`src/rtl/sync_self_test_gen_pkg.sv`:
```
// Shared types for the multi-channel self-test pulse generator.
// Used by sync_self_test_gen (optional SELF_TEST_LOOPBACK_EN feature) and self_test_channel.
package sync_self_test_gen_pkg;

    localparam int SELF_TEST_MAX_CH = 16;

    typedef enum logic [1:0] {
        IDLE,
        CHECK,
        RUN,
        DONE
    } self_test_state_t;

endpackage

```
`src/rtl/sync_self_test_gen_channel.sv`:
```
// One self-test output channel: registered pulse while phase is inside
// the window [offset, offset+width).
module self_test_channel
    import sync_self_test_gen_pkg::*;
#(
    parameter int CNT_W = 16,
    parameter int OFF_W = 19
) (
    input  logic             clock_i,
    input  logic             reset_i,
    input  logic [CNT_W-1:0] phase_i,
    input  logic [OFF_W-1:0] offset_i,
    input  logic [CNT_W-1:0] width_i,
    input  logic             enable_i,
    output logic             pulse_o
);

    logic [OFF_W-1:0] phase_ext;
    logic [OFF_W-1:0] end_ext;
    logic             window;
    logic             pulse_d;
    logic             pulse_q;

    assign phase_ext = OFF_W'(phase_i);
    assign end_ext   = offset_i + OFF_W'(width_i);
    assign window    = (phase_ext >= offset_i) && (phase_ext < end_ext);
    assign pulse_d   = enable_i & window;

    always_ff @(posedge clock_i) begin
        if (reset_i) begin
            pulse_q <= 1'b0;
        end else begin
            pulse_q <= pulse_d;
        end
    end

    assign pulse_o = pulse_q;

endmodule

```
`src/rtl/sync_self_test_gen.sv`:
```
// Multi-channel skewed periodic self-test pulse generator with config check.
// Define SELF_TEST_LOOPBACK_EN to add the loopback compare (loopback_in_i, mismatch_cnt_o).
module sync_self_test_gen
    import sync_self_test_gen_pkg::*;
#(
    parameter int N_CH     = 4,
    parameter int CNT_W    = 16,
    parameter int REP_W    = 16,
    parameter int LB_DELAY = 2
) (
    input  logic             clock_i,
    input  logic             reset_i,
    input  logic             start_i,
    input  logic             stop_i,
    input  logic [CNT_W-1:0] period_i,
    input  logic [CNT_W-1:0] width_i,
    input  logic [CNT_W-1:0] skew_i,
    input  logic [REP_W-1:0] repeat_count_i,
    input  logic [N_CH-1:0]  ch_mask_i,
    output logic [N_CH-1:0]  pulse_o,
    output logic             busy_o,
    output logic             done_o,
    output logic             cfg_error_o,
    output logic [REP_W-1:0] cycle_idx_o
`ifdef SELF_TEST_LOOPBACK_EN
    ,
    input  logic [N_CH-1:0]  loopback_in_i,
    output logic [CNT_W-1:0] mismatch_cnt_o
`endif
);

    localparam int SUM_W = CNT_W + $clog2(N_CH) + 1;

    if (N_CH < 1 || N_CH > SELF_TEST_MAX_CH || LB_DELAY < 1) begin : g_param_check
        $error("sync_self_test_gen: unsupported N_CH or LB_DELAY");
    end

    self_test_state_t state_q, state_d;
    logic [CNT_W-1:0] phase_q, phase_d;
    logic [REP_W-1:0] cycle_q, cycle_d;
    logic             cfg_err_q, cfg_err_d;

    logic [CNT_W-1:0] period_q, width_q, skew_q;
    logic [REP_W-1:0] rep_q;
    logic [N_CH-1:0]  mask_q;

    logic             accept;
    logic             cfg_ok;
    logic             last_phase;
    logic             run_en;
    logic [SUM_W-1:0] span;

    assign span = SUM_W'(N_CH - 1) * SUM_W'(skew_q) + SUM_W'(width_q);
    assign cfg_ok = (period_q >= CNT_W'(2)) && (width_q != '0) && (span <= SUM_W'(period_q));
    assign last_phase = (phase_q == period_q - CNT_W'(1));

    always_comb begin
        state_d   = state_q;
        phase_d   = phase_q;
        cycle_d   = cycle_q;
        cfg_err_d = cfg_err_q;
        accept    = 1'b0;
        case (state_q)
            IDLE: begin
                if (start_i && !stop_i) begin
                    accept    = 1'b1;
                    cfg_err_d = 1'b0;
                    cycle_d   = '0;
                    state_d   = CHECK;
                end
            end
            CHECK: begin
                if (stop_i) begin
                    state_d = IDLE;
                end else if (cfg_ok) begin
                    state_d = RUN;
                    phase_d = '0;
                end else begin
                    cfg_err_d = 1'b1;
                    state_d   = IDLE;
                end
            end
            RUN: begin
                // stop beats completion; cycle count is left as it stood
                if (stop_i) begin
                    state_d = IDLE;
                end else if (last_phase) begin
                    phase_d = '0;
                    cycle_d = cycle_q + REP_W'(1);
                    if (rep_q != '0 && cycle_d == rep_q) begin
                        state_d = DONE;
                    end
                end else begin
                    phase_d = phase_q + CNT_W'(1);
                end
            end
            DONE: begin
                state_d = IDLE;
            end
            default: begin
                state_d = IDLE;
            end
        endcase
    end

    always_ff @(posedge clock_i) begin
        if (reset_i) begin
            state_q   <= IDLE;
            phase_q   <= '0;
            cycle_q   <= '0;
            cfg_err_q <= 1'b0;
        end else begin
            state_q   <= state_d;
            phase_q   <= phase_d;
            cycle_q   <= cycle_d;
            cfg_err_q <= cfg_err_d;
        end
    end

    always_ff @(posedge clock_i) begin
        if (accept) begin
            period_q <= period_i;
            width_q  <= width_i;
            skew_q   <= skew_i;
            rep_q    <= repeat_count_i;
            mask_q   <= ch_mask_i;
        end
    end

    // Pulses only register while staying in RUN, so stop/DONE force them low at once
    assign run_en = (state_q == RUN) && (state_d == RUN);

    for (genvar i = 0; i < N_CH; i++) begin : g_ch
        logic [SUM_W-1:0] offset;
        assign offset = SUM_W'(i) * SUM_W'(skew_q);

        self_test_channel #(
            .CNT_W (CNT_W),
            .OFF_W (SUM_W)
        ) u_ch (
            .clock_i  (clock_i),
            .reset_i  (reset_i),
            .phase_i  (phase_q),
            .offset_i (offset),
            .width_i  (width_q),
            .enable_i (run_en & mask_q[i]),
            .pulse_o  (pulse_o[i])
        );
    end

    assign busy_o      = (state_q == CHECK) || (state_q == RUN);
    assign done_o      = (state_q == DONE);
    assign cfg_error_o = cfg_err_q;
    assign cycle_idx_o = cycle_q;

`ifdef SELF_TEST_LOOPBACK_EN
    logic [N_CH-1:0]     pulse_dly_q [LB_DELAY];
    logic [LB_DELAY-1:0] busy_dly_q;
    logic [CNT_W-1:0]    mismatch_q, mismatch_d;

    always_ff @(posedge clock_i) begin
        pulse_dly_q[0] <= pulse_o;
        for (int k = 1; k < LB_DELAY; k++) begin
            pulse_dly_q[k] <= pulse_dly_q[k-1];
        end
    end

    always_comb begin
        mismatch_d = mismatch_q;
        if (accept) begin
            mismatch_d = '0;
        end else if (busy_dly_q[LB_DELAY-1] && (pulse_dly_q[LB_DELAY-1] != loopback_in_i)
                     && (mismatch_q != '1)) begin
            mismatch_d = mismatch_q + CNT_W'(1);
        end
    end

    always_ff @(posedge clock_i) begin
        if (reset_i) begin
            busy_dly_q <= '0;
            mismatch_q <= '0;
        end else begin
            busy_dly_q[0] <= busy_o;
            for (int k = 1; k < LB_DELAY; k++) begin
                busy_dly_q[k] <= busy_dly_q[k-1];
            end
            mismatch_q <= mismatch_d;
        end
    end

    assign mismatch_cnt_o = mismatch_q;
`endif

endmodule

```
`config.mk`:
```
export PLATFORM = sky130hd
export DESIGN_NAME = sync_self_test_gen
export DESIGN_NICKNAME = d
export VERILOG_FILES = /design/src/rtl/sync_self_test_gen_pkg.sv /design/src/rtl/sync_self_test_gen_channel.sv /design/src/rtl/sync_self_test_gen.sv
export SDC_FILE = /design/constraint.sdc
export NUM_CORES = 1
export LEC_CHECK = 0
export CAP_MARGIN = 20
export CORE_UTILIZATION = 55
export CTS_BUF_LIST = sky130_fd_sc_hd__clkbuf_8
export CTS_CLUSTER_DIAMETER = 50
export DETAILED_ROUTE_END_ITERATION = 10
export MAX_ROUTING_LAYER = met4
export PLACE_DENSITY = 0.8
export SYNTH_ARGS = -nofsm -noshare
export SYNTH_HDL_FRONTEND = slang
export SYNTH_SLANG_ARGS = --single-unit
```
`constraint.sdc`:
```
create_clock -name clock_i -period 5.84 [get_ports clock_i]
set_input_delay 1.168 -clock clock_i [delete_from_list [all_inputs] [get_ports clock_i]]
set_output_delay 1.168 -clock clock_i [all_outputs]
set_load 0.02 [all_outputs]
```
**Word-level counts from Yosys, hierarchy flattened**

Cells that the tools add are included.
Widths: inputs -> output; s select.

- Equal/unequal tests: 12
- Multiply operators: 1
- Multiplexer cells: 22
- Bitwise logic cells: 8
- Reduce and logical (&&, ||, !) cells: 20
- Magnitude comparators: 10
- $add $sub $neg: 6

Operator list:

| cell | count |
|---|---|
| $mux 16 | 7 |
| $pmux 16 s2 | 2 |
| $lt 16x19->1 | 3 |
| $add 16x1->16 const B | 2 |
| $eq 16x16->1 | 2 |
| $reduce_bool 16->1 | 2 |
| $add 18x16->19 | 1 |
| $le 19x16->1 | 1 |
| $add 17x16->18 | 1 |
| $ge 16x18->1 | 1 |
| $mul 2x16->18 const A | 1 |
| $add 16x16->17 | 1 |
| $ge 16x17->1 | 1 |
| $ge 16x1->1 const B | 1 |
| $ge 16x16->1 | 1 |
| $ge 16x2->1 const B | 1 |
| $lt 16x16->1 | 1 |
| $sub 16x1->16 const B | 1 |
| $mux 2 | 6 |
| $ne 2x2->1 const B | 6 |
| $reduce_and 4->1 | 3 |
| $logic_and 1x1->1 | 9 |
| $and 1x1->1 | 8 |
| $pmux 2 s4 | 1 |
| other kinds (8) | 16 |

- Output and inout bits: 23
- Bits in registers: 107
- Logic and storage cells: 92
- Input port bits: 72

**Longest topological paths before layout**

Gate-level depths: netlist of run 1.

- Depth in word-level cells: 11
- Gate-level depth with buffers: 30
- Depth with buffers taken out: 29

**Modules after synthesis**

A second synthesis of run 1 with hierarchy kept.

- Cells, all modules: 1508
- Area, all modules: 12968.7 sq um

By module, submodules not included:

| module | area an instance (sq um) | cells an instance | times used | sequential area each (sq um) |
|---|---|---|---|---|
| sync_self_test_gen | 7003.0 | 737 | 1 | 2742.6 |
| self_test_channel at g_ch[0].u_ch | 1604.0 | 206 | 1 | 20.0 |
| self_test_channel at g_ch[3].u_ch | 1472.7 | 196 | 1 | 20.0 |
| self_test_channel at g_ch[1].u_ch | 1451.4 | 181 | 1 | 20.0 |
| self_test_channel at g_ch[2].u_ch | 1437.6 | 188 | 1 | 20.0 |

**Worst setup path before layout of run 1**

Ideal clock, no wire load.

- Path type: reg2reg
- Start: register skew_q[1]
- End: register g_ch[2].u_ch.pulse_q
- Buffers on the path: 0
- Arrival: 5.421 ns
- Cell stages (with the launch flop): 28
- Period minus slack after synthesis: 5.509 ns
- Required time: 5.753 ns
- Library setup time: 0.087 ns
- Path slack: 0.331 ns
- Cell sequence: edfxtp_1 ha_1 inv_1 fa_1 nor2b_1 o31a_1 o22ai_1 o21ai_0 or2_2 nand2_1 o21ai_0 xnor2_1 ha_1 o21a_1 and2b_1 a22oi_2 nand3b_1 a21oi_1 xnor2_1 ha_1 and2_0 a221oi_1 nand4b_1 a21oi_1 and2_1 a41oi_1 or4b_4 nor4b_2

- Word-level cells in the longest chain between the ends: 11
- Elaborated cells on any way between the ends: 15
- Those cells by class: 2 x add/sub; 1 x mul; 3 x order compare; 1 x eq/ne; 3 x mux; 2 x bitwise; 3 x reduce/logical

Ends and longest elaborated chain:

| what | RTL line | text |
|---|---|---|
| from (decl) | sync_self_test_gen.sv:43 | `logic [CNT_W-1:0] period_q, width_q, skew_q;` |
| from (signal assigned) | sync_self_test_gen.sv:124 | `skew_q <= skew_i;` |
| $mul 2x16->18 | sync_self_test_gen.sv:53 | `assign span = SUM_W'(N_CH - 1) * SUM_W'(skew_q) + SUM_W'(width_q);` |
| $add 18x16->19 | sync_self_test_gen.sv:53 |  |
| $le 19x16->1 | sync_self_test_gen.sv:54 | `assign cfg_ok = (period_q >= CNT_W'(2)) && (width_q != '0) && (span <= SUM_W'(period_q));` |
| $logic_and 1x1->1 | sync_self_test_gen.sv:54 |  |
| $mux 2 | sync_self_test_gen.sv:75 | `end else if (cfg_ok) begin` |
| $mux 2 | sync_self_test_gen.sv:73 | `if (stop_i) begin` |
| $pmux 2 s4 | sync_self_test_gen.sv:63 | `case (state_q)` |
| $eq 2x2->1 | sync_self_test_gen.sv:131 | `assign run_en = (state_q == RUN) && (state_d == RUN);` |
| $logic_and 1x1->1 | sync_self_test_gen.sv:131 |  |
| $and 1x1->1 | sync_self_test_gen.sv:146 | `.enable_i (run_en & mask_q[i]),` |
| $and 1x1->1 (*) | sync_self_test_gen_channel.sv:27 | `assign pulse_d = enable_i & window;` |
| to (signal assigned) | sync_self_test_gen_channel.sv:33 | `pulse_q <= pulse_d;` |
| to (decl) | sync_self_test_gen_channel.sv:22 | `logic pulse_q;` |

Every way passes the cells marked *; elsewhere a longest branch is shown, timed or not.
A chain may end at the register's enable or synchronous reset.

**Worst setup path in the final report of run 1**

Same ends and word-level chain as after synthesis.

==> reports/results.ini, run 1 <==
[timing]
finClkSkew_ps = 16.02
relSlewSlack_pct = 33.49
rsz0062_at_grt = yes
period_share_pct = 98.61
fmax_ghz = 0.1736
hold_viol_final = 0
whs_ps = 525.5
setup_viol = 0
final_max_slew_viol_count = 0
min_period_ps = 5759
worstMarginPinSlew_ps = 997.7

[global_route]
gr-total-overflow = 0
first_global_vias = 8725
grt_usage_pct = 28.56
grt_max_degree = 45
antenna_found_initial = 0
grt_pass1_wl_microns = 43890

[floorplan]
die_w_microns = 141.3
die_height_microns = 141.3
io-pin-count = 95
rows = 50
die_area_sq_mm = 0.01996
core_region_area_sq_mm = 0.01883
initial_core_util_pct = 56.66

[placed_design]
io_buffers = 94
dpl_cell_area_sq_mm = 0.01194
dpl.hpwl_microns = 21060
gp_congestion = 0.9436

[pwr]
switching_share_pct = 36.46
p_int_mw = 1.410
p_switching_mw = 0.8094
vdd.ir_drop.worst_mv = 0.1173
pwr-share-comb_pct = 39.1
pwr-share-seq_pct = 39.1
pwr-share-clk_pct = 21.9
p_leak_nw = 5.581
p_per_area_mw_per_mm2 = 176.4

[layout]
regArea_sq_mm = 0.002823
fillers = 1507
area_growth_pct = 17.94
fin_nets = 1585
diodes = 0
drive_above_1_share_pct = 8.850
multiInputGateArea_sq_mm = 0.007607
fin_area_sq_mm = 0.01258

[clock_network]
htree_levels = 3
cts_buffer_depth = 2
numCtsBuffers = 9
clock_latency_ps = 420
cts_tree = yes
cts_num_sinks = 107
path_clk_slew_ps = 120
root_buffer = clkbuf_8

[route]
dr_total_vias = 9564
wl_per_cell_microns = 17.45
ant_nets = 0
drt_iter0_drc = 706
wl_microns = 27610
drc = 0
drt_pre_antenna_iters = 6
viasPerCell = 6.046

[synth]
synth-seq-area-share_pct = 26.45
avgSynthCellArea_sq_um = 8.899
synth_flop_cell = edfxtp_1
syn-num-nets = 1467
postSynthCellCount = 1199
async_flop_share_pct = 0
syn_area_sq_mm = 0.01067
ys_ff_latch = 107
synth-edff-count = 68
synth_warnings = 0
synth_cell_types = 76

[critical_path]
timing.rr.start = skew_q[1]$_DFFE_PP_
crit_end = g_ch[2].u_ch.pulse_o$_SDFF_PP0_
critPathMaxFanout = 4
required_ps = 6170
slowest_delay_ps = 600
cp_slowest_cell = or4b_4
ff2ff_setup_slack_ps = 80
cp-end-kind = flop
setup.worst_path.start_class = flop
path_depth = 28
crit_path_start = skew_q[1]$_DFFE_PP_
crit_family = simple AND/OR/NAND/NOR gates
criticalPathCategory = flop to flop
cp_num_buf_inv = 1
worstReg2RegEnd = g_ch[2].u_ch.pulse_o$_SDFF_PP0_
cp.arrival_ps = 6090
r2r_cells = 28

[hold_path]
hold_path.class = flop to flop

[outcome]
outcome = finished, final reports clean

[run]
drv_cap = 0

synth_stat cells, drive strengths merged, types with 8 or more instances:
library cell | number | area share [%]
o211ai | 8 | 0.56
inv | 110 | 3.9
and2 | 9 | 0.53
nand4 | 22 | 1.3
nand3 | 37 | 1.7
or3 | 16 | 0.94
o31ai | 12 | 0.84
a211oi | 13 | 0.91
xnor2 | 50 | 4.1
nor2b | 21 | 1.2
nand2 | 53 | 1.9
nor3 | 21 | 0.98
o21a | 20 | 1.4
xor2 | 44 | 3.6
clkbuf | 16 | 0.56
a21o | 47 | 3.3
nor4 | 19 | 1.4
o21ai | 75 | 3.5
o21bai | 13 | 0.95
and3 | 8 | 0.47
nor2 | 61 | 2.1
a31oi | 10 | 0.59
nand2b | 16 | 0.94
dfxtp | 39 | 7.3
a21oi | 99 | 4.6
or4 | 10 | 0.74
ha | 192 | 23
edfxtp | 68 | 19
cells by family after synthesis:
logic type / after synthesis / synth area share, %
simple gates: 323 / 16.80
buf+inv: 132 / 4.796
mux: 4 / 0.3870
compound gates: 343 / 20.58
xor+xnor: 94 / 7.716
fa+ha+maj: 196 / 23.26
flops: 107 / 26.45
worst min-delay path, cell delays in order, from the launching register on:
cell,delay [ps]
dfxtp_1,370
nand2_1,70
a21oi_1,50
sequential cells by signal, indices dropped and copies added, names as in the netlist:
signal             cells
width_q               16
skew_q                16
rep_q                 16
cycle_idx_o           16
state_q                2
mask_q                 4
period_q              16
g_ch.u_ch.pulse_o      4
phase_q               16
cfg_error_o            1
power groups by stage:
stage / combinational [mW] / sequential [mW] / clock (mW)
after floorplan: 0.541 / 0.873 / 0
after global placement: 0.711 / 0.883 / 0
after detailed placement: 0.733 / 0.883 / 0
after CTS: 0.750 / 0.866 / 0.493
after global routing: 0.960 / 0.870 / 0.520
final: 0.867 / 0.867 / 0.486
layer usage:
metal  wire, microns  vias up  share of wire (%)  GRT usage, %
met1           12870     4496                 47         38.04
met3            1638       41                5.9         4.016
met5               0        -                  0             -
li1                -     4685                  -             -
met4             497        0                1.8         7.609
met2           12610      342                 46         45.47
repair_timing:
item,4_1_cts,5_1_grt
setup endpoints to repair,20,20
buffers inserted,1,21
hold endpoints to repair,0,0
pin swaps,1,38
hold buffers,0,0
resized for setup,5,56
cells in the final DEF, fill, tap and decap left out, drive strengths merged, types with 8 or more instances in the layout:
cell type        n
ha             192
inv            113
a21oi           99
clkdlybuf4s50   94
o21ai           75
edfxtp          68
nor2            61
nand2           53
xnor2           50
a21o            47
xor2            44
dfxtp           39
nand3           37
buf             34
nand4           22
nor2b           21
nor3            21
o21a            20
nor4            19
nand2b          16
or3             16
a211oi          13
o21bai          13
o31ai           12
a31oi           10
clkbuf          10
or4             10
and2             9
o211ai           8
and3             8
how the worst min path moves through the flow:
stage / slack (ps) / endpoint / depth (start not counted) / startpoint
2_1_floorplan: 500 / phase_q[0]$_SDFFE_PP0P_ / 2 / phase_q[0]$_SDFFE_PP0P_
3_3_place_gp: 500 / cycle_idx_o[1]$_SDFFE_PP0P_ / 2 / cycle_idx_o[1]$_SDFFE_PP0P_
3_5_place_dp: 500 / cycle_idx_o[1]$_SDFFE_PP0P_ / 2 / cycle_idx_o[1]$_SDFFE_PP0P_
4_1_cts: 530 / cycle_idx_o[1]$_SDFFE_PP0P_ / 2 / cycle_idx_o[1]$_SDFFE_PP0P_
5_1_grt: 560 / cycle_idx_o[1]$_SDFFE_PP0P_ / 2 / cycle_idx_o[1]$_SDFFE_PP0P_
6_report: 530 / cycle_idx_o[1]$_SDFFE_PP0P_ / 2 / cycle_idx_o[1]$_SDFFE_PP0P_
layout make-up:
cell class	instances	area share, %
sequential	107	22.43
multi-input combinational	960	60.45
inverter	110	3.281
clock buffer	9	0.9843
clock inverter	7	0.6363
timing repair buffer	129	9.634
tap	260	2.585
stage by stage:
| step | setup slack [ps] | setup TNS, ps | power [mW] | std cells | utilization (%) |
|---|---|---|---|---|---|
| 2_1_floorplan | 331.4 | 0 | 1.414 | 1199 | - |
| 3_3_place_gp | 42.08 | 0 | 1.594 | 1544 | 63.38 |
| 3_5_place_dp | -112.5 | -1176 | 1.615 | 1544 | 63.38 |
| 4_1_cts | 19.46 | 0 | 2.109 | 1561 | 64.60 |
| 5_1_grt | -157.7 | -1347 | 2.349 | 1582 | 66.83 |
| 6_report | 81.26 | 0 | 2.220 | 1582 | 66.83 |
Note: power is estimated with default switching activity, not from simulation.
==> run 2, diff against run 1 <==
--- a/config.mk
+++ b/config.mk
@@ -10,6 +10,7 @@
 export CTS_BUF_LIST = sky130_fd_sc_hd__clkbuf_8
 export CTS_CLUSTER_DIAMETER = 50
 export DETAILED_ROUTE_END_ITERATION = 10
+export GPL_ROUTABILITY_DRIVEN = 0
 export MAX_ROUTING_LAYER = met4
 export PLACE_DENSITY = 0.8
 export SYNTH_ARGS = -nofsm -noshare
==> run 2 against run 1 <==
Net effect: clock power hardly changed; total power is 0.45% lower; clock skew is 6.9 ps higher; global-route usage is 0.57 points higher; sequential cell count stayed put; non-clock buffer count is 1 lower; final area is 0.17% lower; worst setup slack worse by 66 ps; final cell count hardly changed; critical path depth is 4 lower; critical endpoint unchanged.
==> reports/results.ini, run 2 (synthesized netlist as in run 1, its figures left out) <==
[outcome]
outcome = finished, final reports clean

[pwr]
switching_share_pct = 36.57  ; +0.11 points
pwr-share-seq_pct = 39.2  ; about the same
vdd.ir_drop.worst_mv = 0.1214  ; +3.5%
pwr-share-comb_pct = 38.7  ; -0.4 points
p_int_mw = 1.402  ; -0.63%
p_leak_nw = 5.575  ; -0.11%
p_switching_mw = 0.8082  ; -0.14%
p_per_area_mw_per_mm2 = 175.9  ; -0.28%
pwr-share-clk_pct = 22.0  ; about the same

[critical_path]
worstPathCellList = buf_6 -> ha_4 -> a211oi_2 -> o21bai_1 -> o22a_2 -> a21o_1 -> a21o_1 -> xor2_2 -> ha_1 -> a21o_1 -> a211o_1 -> a22oi_2 -> nand3b_1 -> a21oi_2 -> xnor2_2 -> ha_1 -> buf_6 -> a221oi_4 -> nand4b_1 -> a21oi_2 -> and2_4 -> a41oi_2 -> or4b_4 -> nor4b_2
cp-end-kind = flop
cp.arrival_ps = 6160  ; +70 ps
required_ps = 6170  ; about the same
setup.worst_path.start_class = flop
ff2ff_setup_slack_ps = 20  ; -70 ps
crit_family = compound AO/OA/AOI/OAI gates
crit_top_cell = a21o_1
crit_end = g_ch[2].u_ch.pulse_o$_SDFF_PP0_
cp_num_buf_inv = 2  ; +1
slowest_delay_ps = 610  ; about the same
r2r_cells = 24  ; -14%
timing.rr.start = skew_q[2]$_DFFE_PP_
criticalPathCategory = flop to flop
cp_slowest_cell = or4b_4
crit_path_start = skew_q[2]$_DFFE_PP_
path_depth = 24  ; -14%
worstReg2RegEnd = g_ch[2].u_ch.pulse_o$_SDFF_PP0_
critPathMaxFanout = 5  ; +1

[timing]
period_share_pct = 99.74  ; +1.1 points
finClkSkew_ps = 22.97  ; +6.945 ps
min_period_ps = 5825  ; +65.83 ps
fin_tns_setup_ps = 0  ; unchanged
relSlewSlack_pct = 40.49  ; +7.0 points
worstMarginPinSlew_ps = 890.7  ; -107.0 ps
whs_ps = 532.5  ; +7.022 ps
hold_viol_final = 0  ; unchanged
fmax_ghz = 0.1717  ; -1.1%
final_max_slew_viol_count = 0  ; unchanged
rsz0062_at_grt = yes
setup_viol = 0  ; unchanged

[layout]
multiInputGateArea_sq_mm = 0.007580  ; -0.36%
layout_commonest_cell = ha_1
fin_nets = 1584  ; -0.063%
area_growth_pct = 17.74
fillers = 1476  ; -2.1%
fin_area_sq_mm = 0.01256  ; -0.17%
layout_common_cells = ha_1, inv_1, a21oi_1, clkdlybuf4s50_1, o21ai_0
stdcell_count = 1581  ; -0.063%
drive_above_1_share_pct = 8.251  ; -0.60 points
diodes = 0  ; unchanged
regArea_sq_mm = 0.002823  ; unchanged

[floorplan]
die_w_microns = 141.3  ; unchanged
die_area_sq_mm = 0.01996  ; unchanged
die_height_microns = 141.3  ; unchanged
core_region_area_sq_mm = 0.01883  ; unchanged
rows = 50  ; unchanged
initial_core_util_pct = 56.66  ; unchanged
io-pin-count = 95  ; unchanged

[clock_network]
numCtsBuffers = 9  ; unchanged
cts_tree = yes
clock_latency_ps = 420  ; about the same
cts_hold_buf = 0  ; unchanged
cts_buffer_depth = 2  ; unchanged
cts_num_sinks = 107  ; unchanged
htree_levels = 3  ; unchanged
path_clk_slew_ps = 120  ; about the same
root_buffer = clkbuf_8

[global_route]
gr-total-overflow = 0  ; unchanged
grt_usage_pct = 29.14  ; +0.57 points
first_global_vias = 8894  ; +1.9%
grt_pass1_wl_microns = 44800  ; +2.1%
grt_max_degree = 48  ; +6.7%
antenna_found_initial = 0  ; unchanged

[route]
dr_total_vias = 9667  ; +1.1%
drc = 0  ; unchanged
wl_microns = 28290  ; +2.5%
drt_iter0_drc = 821  ; +16%
wl_per_cell_microns = 17.90  ; +2.5%
ant_nets = 0  ; unchanged
drt_pre_antenna_iters = 5  ; -1
viasPerCell = 6.114  ; +1.1%

[placed_design]
io_buffers = 94  ; unchanged
dp.cells = 1544  ; unchanged
dpl_cell_area_sq_mm = 0.01194  ; unchanged
dpl.hpwl_microns = 21150  ; +0.39%

[run]
drv_cap = 0  ; unchanged

[hold_path]
hold_path.class = flop to flop

## run 2: cell count changes in the layout (fill, tap and decap cells not counted), sizes merged
cell and change:
clkbuf -1
## run 2: per-stage QoR
stage	util, %	power (mW)	worst slack (ps)
after global routing	66.72	2.335	-245.5
after detailed placement	63.38	1.615	-127.3
final	66.72	2.210	15.42
after floorplan	-	1.414	331.4
after global placement	63.38	1.591	98.08
after CTS	64.56	2.105	10.44
## run 2: cell type report
cell class	count	area share (%)
clock buffers	9	0.9860
clock inverters	7	0.6175
inverters	110	3.287
multi-input cells	960	60.33
flip-flops and latches	107	22.47
well taps	260	2.589
repair buffers	128	9.720
## run 2: timing repair
action	in CTS	in global routing
pin swaps	1	35
setup buffers	2	17
endpoints found under the setup margin	20	20
cloned	0	1
resized for setup	3	51
## run 2: metal layers
metal | track usage, % | up-vias | wire length [microns]
li1 | - | 4685 | -
met1 | 38.67 | 4504 | 12790
met2 | 46.25 | 407 | 12860
met3 | 4.151 | 71 | 1881
met4 | 8.410 | 0 | 760
met5 | - | - | 0
## run 2: power groups by stage
stage / registers (mW) / clock network, mW / logic [mW]
2_1_floorplan: 0.873 / 0 / 0.541
3_3_place_gp: 0.883 / 0 / 0.709
3_5_place_dp: 0.883 / 0 / 0.732
4_1_cts: 0.867 / 0.492 / 0.746
5_1_grt: 0.870 / 0.517 / 0.948
6_report: 0.867 / 0.486 / 0.856
## run 2: worst min-delay path, cell delays in order, from the launching register on
cell and delay, ps:
dfxtp_1 370, nand2_1 70, a21oi_1 60
## run 2: how the worst min path moves through the flow
stage	depth (start not counted)	slack [ps]	start	end
after floorplan	2	500	phase_q[0]$_SDFFE_PP0P_	phase_q[0]$_SDFFE_PP0P_
after global placement	2	500	cycle_idx_o[1]$_SDFFE_PP0P_	cycle_idx_o[1]$_SDFFE_PP0P_
after detailed placement	2	520	cycle_idx_o[1]$_SDFFE_PP0P_	cycle_idx_o[1]$_SDFFE_PP0P_
after CTS	2	530	cycle_idx_o[1]$_SDFFE_PP0P_	cycle_idx_o[1]$_SDFFE_PP0P_
after global routing	2	570	cycle_idx_o[1]$_SDFFE_PP0P_	cycle_idx_o[1]$_SDFFE_PP0P_
final	2	530	cycle_idx_o[1]$_SDFFE_PP0P_	cycle_idx_o[1]$_SDFFE_PP0P_
==> run 3, diff against run 2 <==
--- a/config.mk
+++ b/config.mk
@@ -6,13 +6,13 @@
 export NUM_CORES = 1
 export LEC_CHECK = 0
 export CAP_MARGIN = 20
-export CORE_UTILIZATION = 55
+export CORE_UTILIZATION = 50
 export CTS_BUF_LIST = sky130_fd_sc_hd__clkbuf_8
 export CTS_CLUSTER_DIAMETER = 50
 export DETAILED_ROUTE_END_ITERATION = 10
 export GPL_ROUTABILITY_DRIVEN = 0
 export MAX_ROUTING_LAYER = met4
-export PLACE_DENSITY = 0.8
+export PLACE_DENSITY = 0.73
 export SYNTH_ARGS = -nofsm -noshare
 export SYNTH_HDL_FRONTEND = slang
 export SYNTH_SLANG_ARGS = --single-unit
==> run 3 against run 2 <==
Net effect: wire length grew 0.12%; combinational power shrank 0.9%; register-to-register slack gained 40 ps; critical path depth grew 3; sequential power is essentially flat; non-clock buffer count shrank 1; clock-buffer cell count is the same; critical path type unchanged; largest power group unchanged.
==> reports/results.ini, run 3 (synthesized netlist as in run 1, its figures left out) <==
[timing]
whs_ps = 520.2  ; -12.33 ps
hold_viol_final = 0  ; unchanged
fmax_ghz = 0.1729  ; +0.70%
finClkSkew_ps = 22.40  ; -0.5618 ps
setup_viol = 0  ; unchanged
min_period_ps = 5784  ; -40.74 ps
fin_tns_setup_ps = 0  ; unchanged
final_max_slew_viol_count = 0  ; unchanged
period_share_pct = 99.04  ; -0.70 points
setup_ws_ps = 56.16  ; +40.74 ps
relSlewSlack_pct = 40.50  ; about the same
rsz0062_at_grt = yes
worstMarginPinSlew_ps = 892.6  ; +1.861 ps

[layout]
layout_common_cells = ha_1, inv_1, a21oi_1, clkdlybuf4s50_1, o21ai_0
layout_commonest_cell = ha_1
diodes = 0  ; unchanged
stdcell_count = 1595  ; +0.89%
fin_nets = 1583  ; -0.063%
area_growth_pct = 17.75  ; about the same
drive_above_1_share_pct = 7.727  ; -0.52 points
fillers = 1836  ; +24%
fin_area_sq_mm = 0.01256  ; about the same
final_util_pct = 59.96  ; -6.8 points

[hold_path]
min_from = cycle_idx_o[1]$_SDFFE_PP0P_
hold_path.class = flop to flop

[placed_design]
dpl.hpwl_microns = 21590  ; +2.1%
io_buffers = 94  ; unchanged
dpl_cell_area_sq_mm = 0.01200  ; +0.53%
dp.cells = 1565  ; +1.4%
pre_cts_ws_ps = -192.1  ; -64.87 ps

[critical_path]
timing.rr.start = skew_q[1]$_DFFE_PP_
crit_path_start = skew_q[1]$_DFFE_PP_
critPathMaxFanout = 4  ; -1
criticalPathCategory = flop to flop
cp.arrival_ps = 6100  ; -60 ps
required_ps = 6160  ; about the same
cp-end-kind = flop
setup.worst_path.start_class = flop

[run]
drv_cap = 0  ; unchanged

[clock_network]
cts_num_sinks = 107  ; unchanged
root_buffer = clkbuf_8
clock_latency_ps = 410  ; about the same
cts_buffer_depth = 2  ; unchanged
htree_levels = 3  ; unchanged
numCtsBuffers = 9  ; unchanged
cts_tree = yes
path_clk_slew_ps = 130  ; about the same

[pwr]
total_power_mw = 2.230  ; +0.90%
vdd.ir_drop.worst_mv = 0.1182  ; -2.6%
p_per_area_mw_per_mm2 = 177.5  ; +0.89%
p_leak_nw = 5.586  ; +0.20%

[global_route]
first_global_vias = 9108  ; +2.4%
grt_max_degree = 41  ; -15%
grt_pass1_wl_microns = 44370  ; -0.97%
grt_usage_pct = 26.32  ; -2.8 points
gr-total-overflow = 0  ; unchanged
antenna_found_initial = 0  ; unchanged

[outcome]
outcome = finished, final reports clean

[route]
drc = 0  ; unchanged
wl_per_cell_microns = 17.76  ; -0.76%
wl_microns = 28330  ; +0.12%
drt_pre_antenna_iters = 5  ; unchanged
viasPerCell = 5.986  ; -2.1%
ant_nets = 0  ; unchanged
drt_iter0_drc = 630  ; -23%
dr_total_vias = 9548  ; -1.2%

[floorplan]
die_area_sq_mm = 0.02193  ; +9.9%
initial_core_util_pct = 50.92  ; -5.7 points
core_region_area_sq_mm = 0.02096  ; +11%
rows = 53  ; +6.0%
die_height_microns = 148.1  ; +4.8%
io-pin-count = 95  ; unchanged
die_w_microns = 148.1  ; +4.8%

run 3: cell count changes in the layout (fill, tap and decap cells not counted), sizes merged:
cell	before	now
clkinv	4	3
inv	113	114
buf	34	33
run 3: critical path: stages, from the launching register on:
cell and delay [ps]:
edfxtp_1 450, ha_2 240, inv_2 50, fa_2 390
nor2b_2 130, o31a_1 210, o22ai_2 120, o21ai_2 160
or2_4 160, nand2_4 50, o21ai_4 190, xnor2_2 100
ha_1 310, o21a_1 140, and2b_1 180, o21ai_0 100
nand3b_1 150, a21oi_2 190, xnor2_2 100, ha_1 350
buf_6 140, a221oi_4 290, nand4b_1 170, a21oi_2 190
and2_4 160, a41oi_2 130, or4b_4 600, nor4b_2 250
run 3: layout make-up:
class	count	area, sq um	share of cell area [%]
multi-input cells	960	7567	60.23
flip-flops and latches	107	2823	22.47
repair buffers	127	1192	9.490
inverters	110	412.9	3.286
well taps	275	344.1	2.738
clock buffers	9	123.9	0.9859
clock inverters	7	101.3	0.8066
run 3: what timing repair did:
| action | in CTS | in global routing |
|---|---|---|
| pin swaps | 0 | 33 |
| gates resized for setup | 6 | 41 |
| endpoints found under the setup margin | 20 | 20 |
| buffers inserted | 0 | 14 |
| hold buffers | 0 | 0 |
run 3: power breakdown:
| group | switching [mW] | internal, mW | total, mW |
|---|---|---|---|
| Clock | 0.331 | 0.182 | 0.513 |
| Combinational | 0.448 | 0.401 | 0.848 |
| Sequential | 0.0354 | 0.833 | 0.869 |
| Total | 0.814 | 1.42 | 2.23 |
run 3: metal layers:
layer | share of wire [%] | wire [microns] | GRT usage [%]
met5 | 0 | 0 | -
met4 | 2.2 | 615 | 8.763
met3 | 4.3 | 1232 | 3.313
met2 | 48 | 13700 | 43.71
met1 | 45 | 12780 | 33.07
run 3: worst paths after layout:
path	to	slack [ps]	cells after the start
worst max-delay path	g_ch[2].u_ch.pulse_o$_SDFF_PP0_	60	27
worst min-delay path	cycle_idx_o[1]$_SDFFE_PP0P_	520	2
worst max register to register	g_ch[2].u_ch.pulse_o$_SDFF_PP0_	60	27
worst min register to register	cycle_idx_o[1]$_SDFFE_PP0P_	520	2
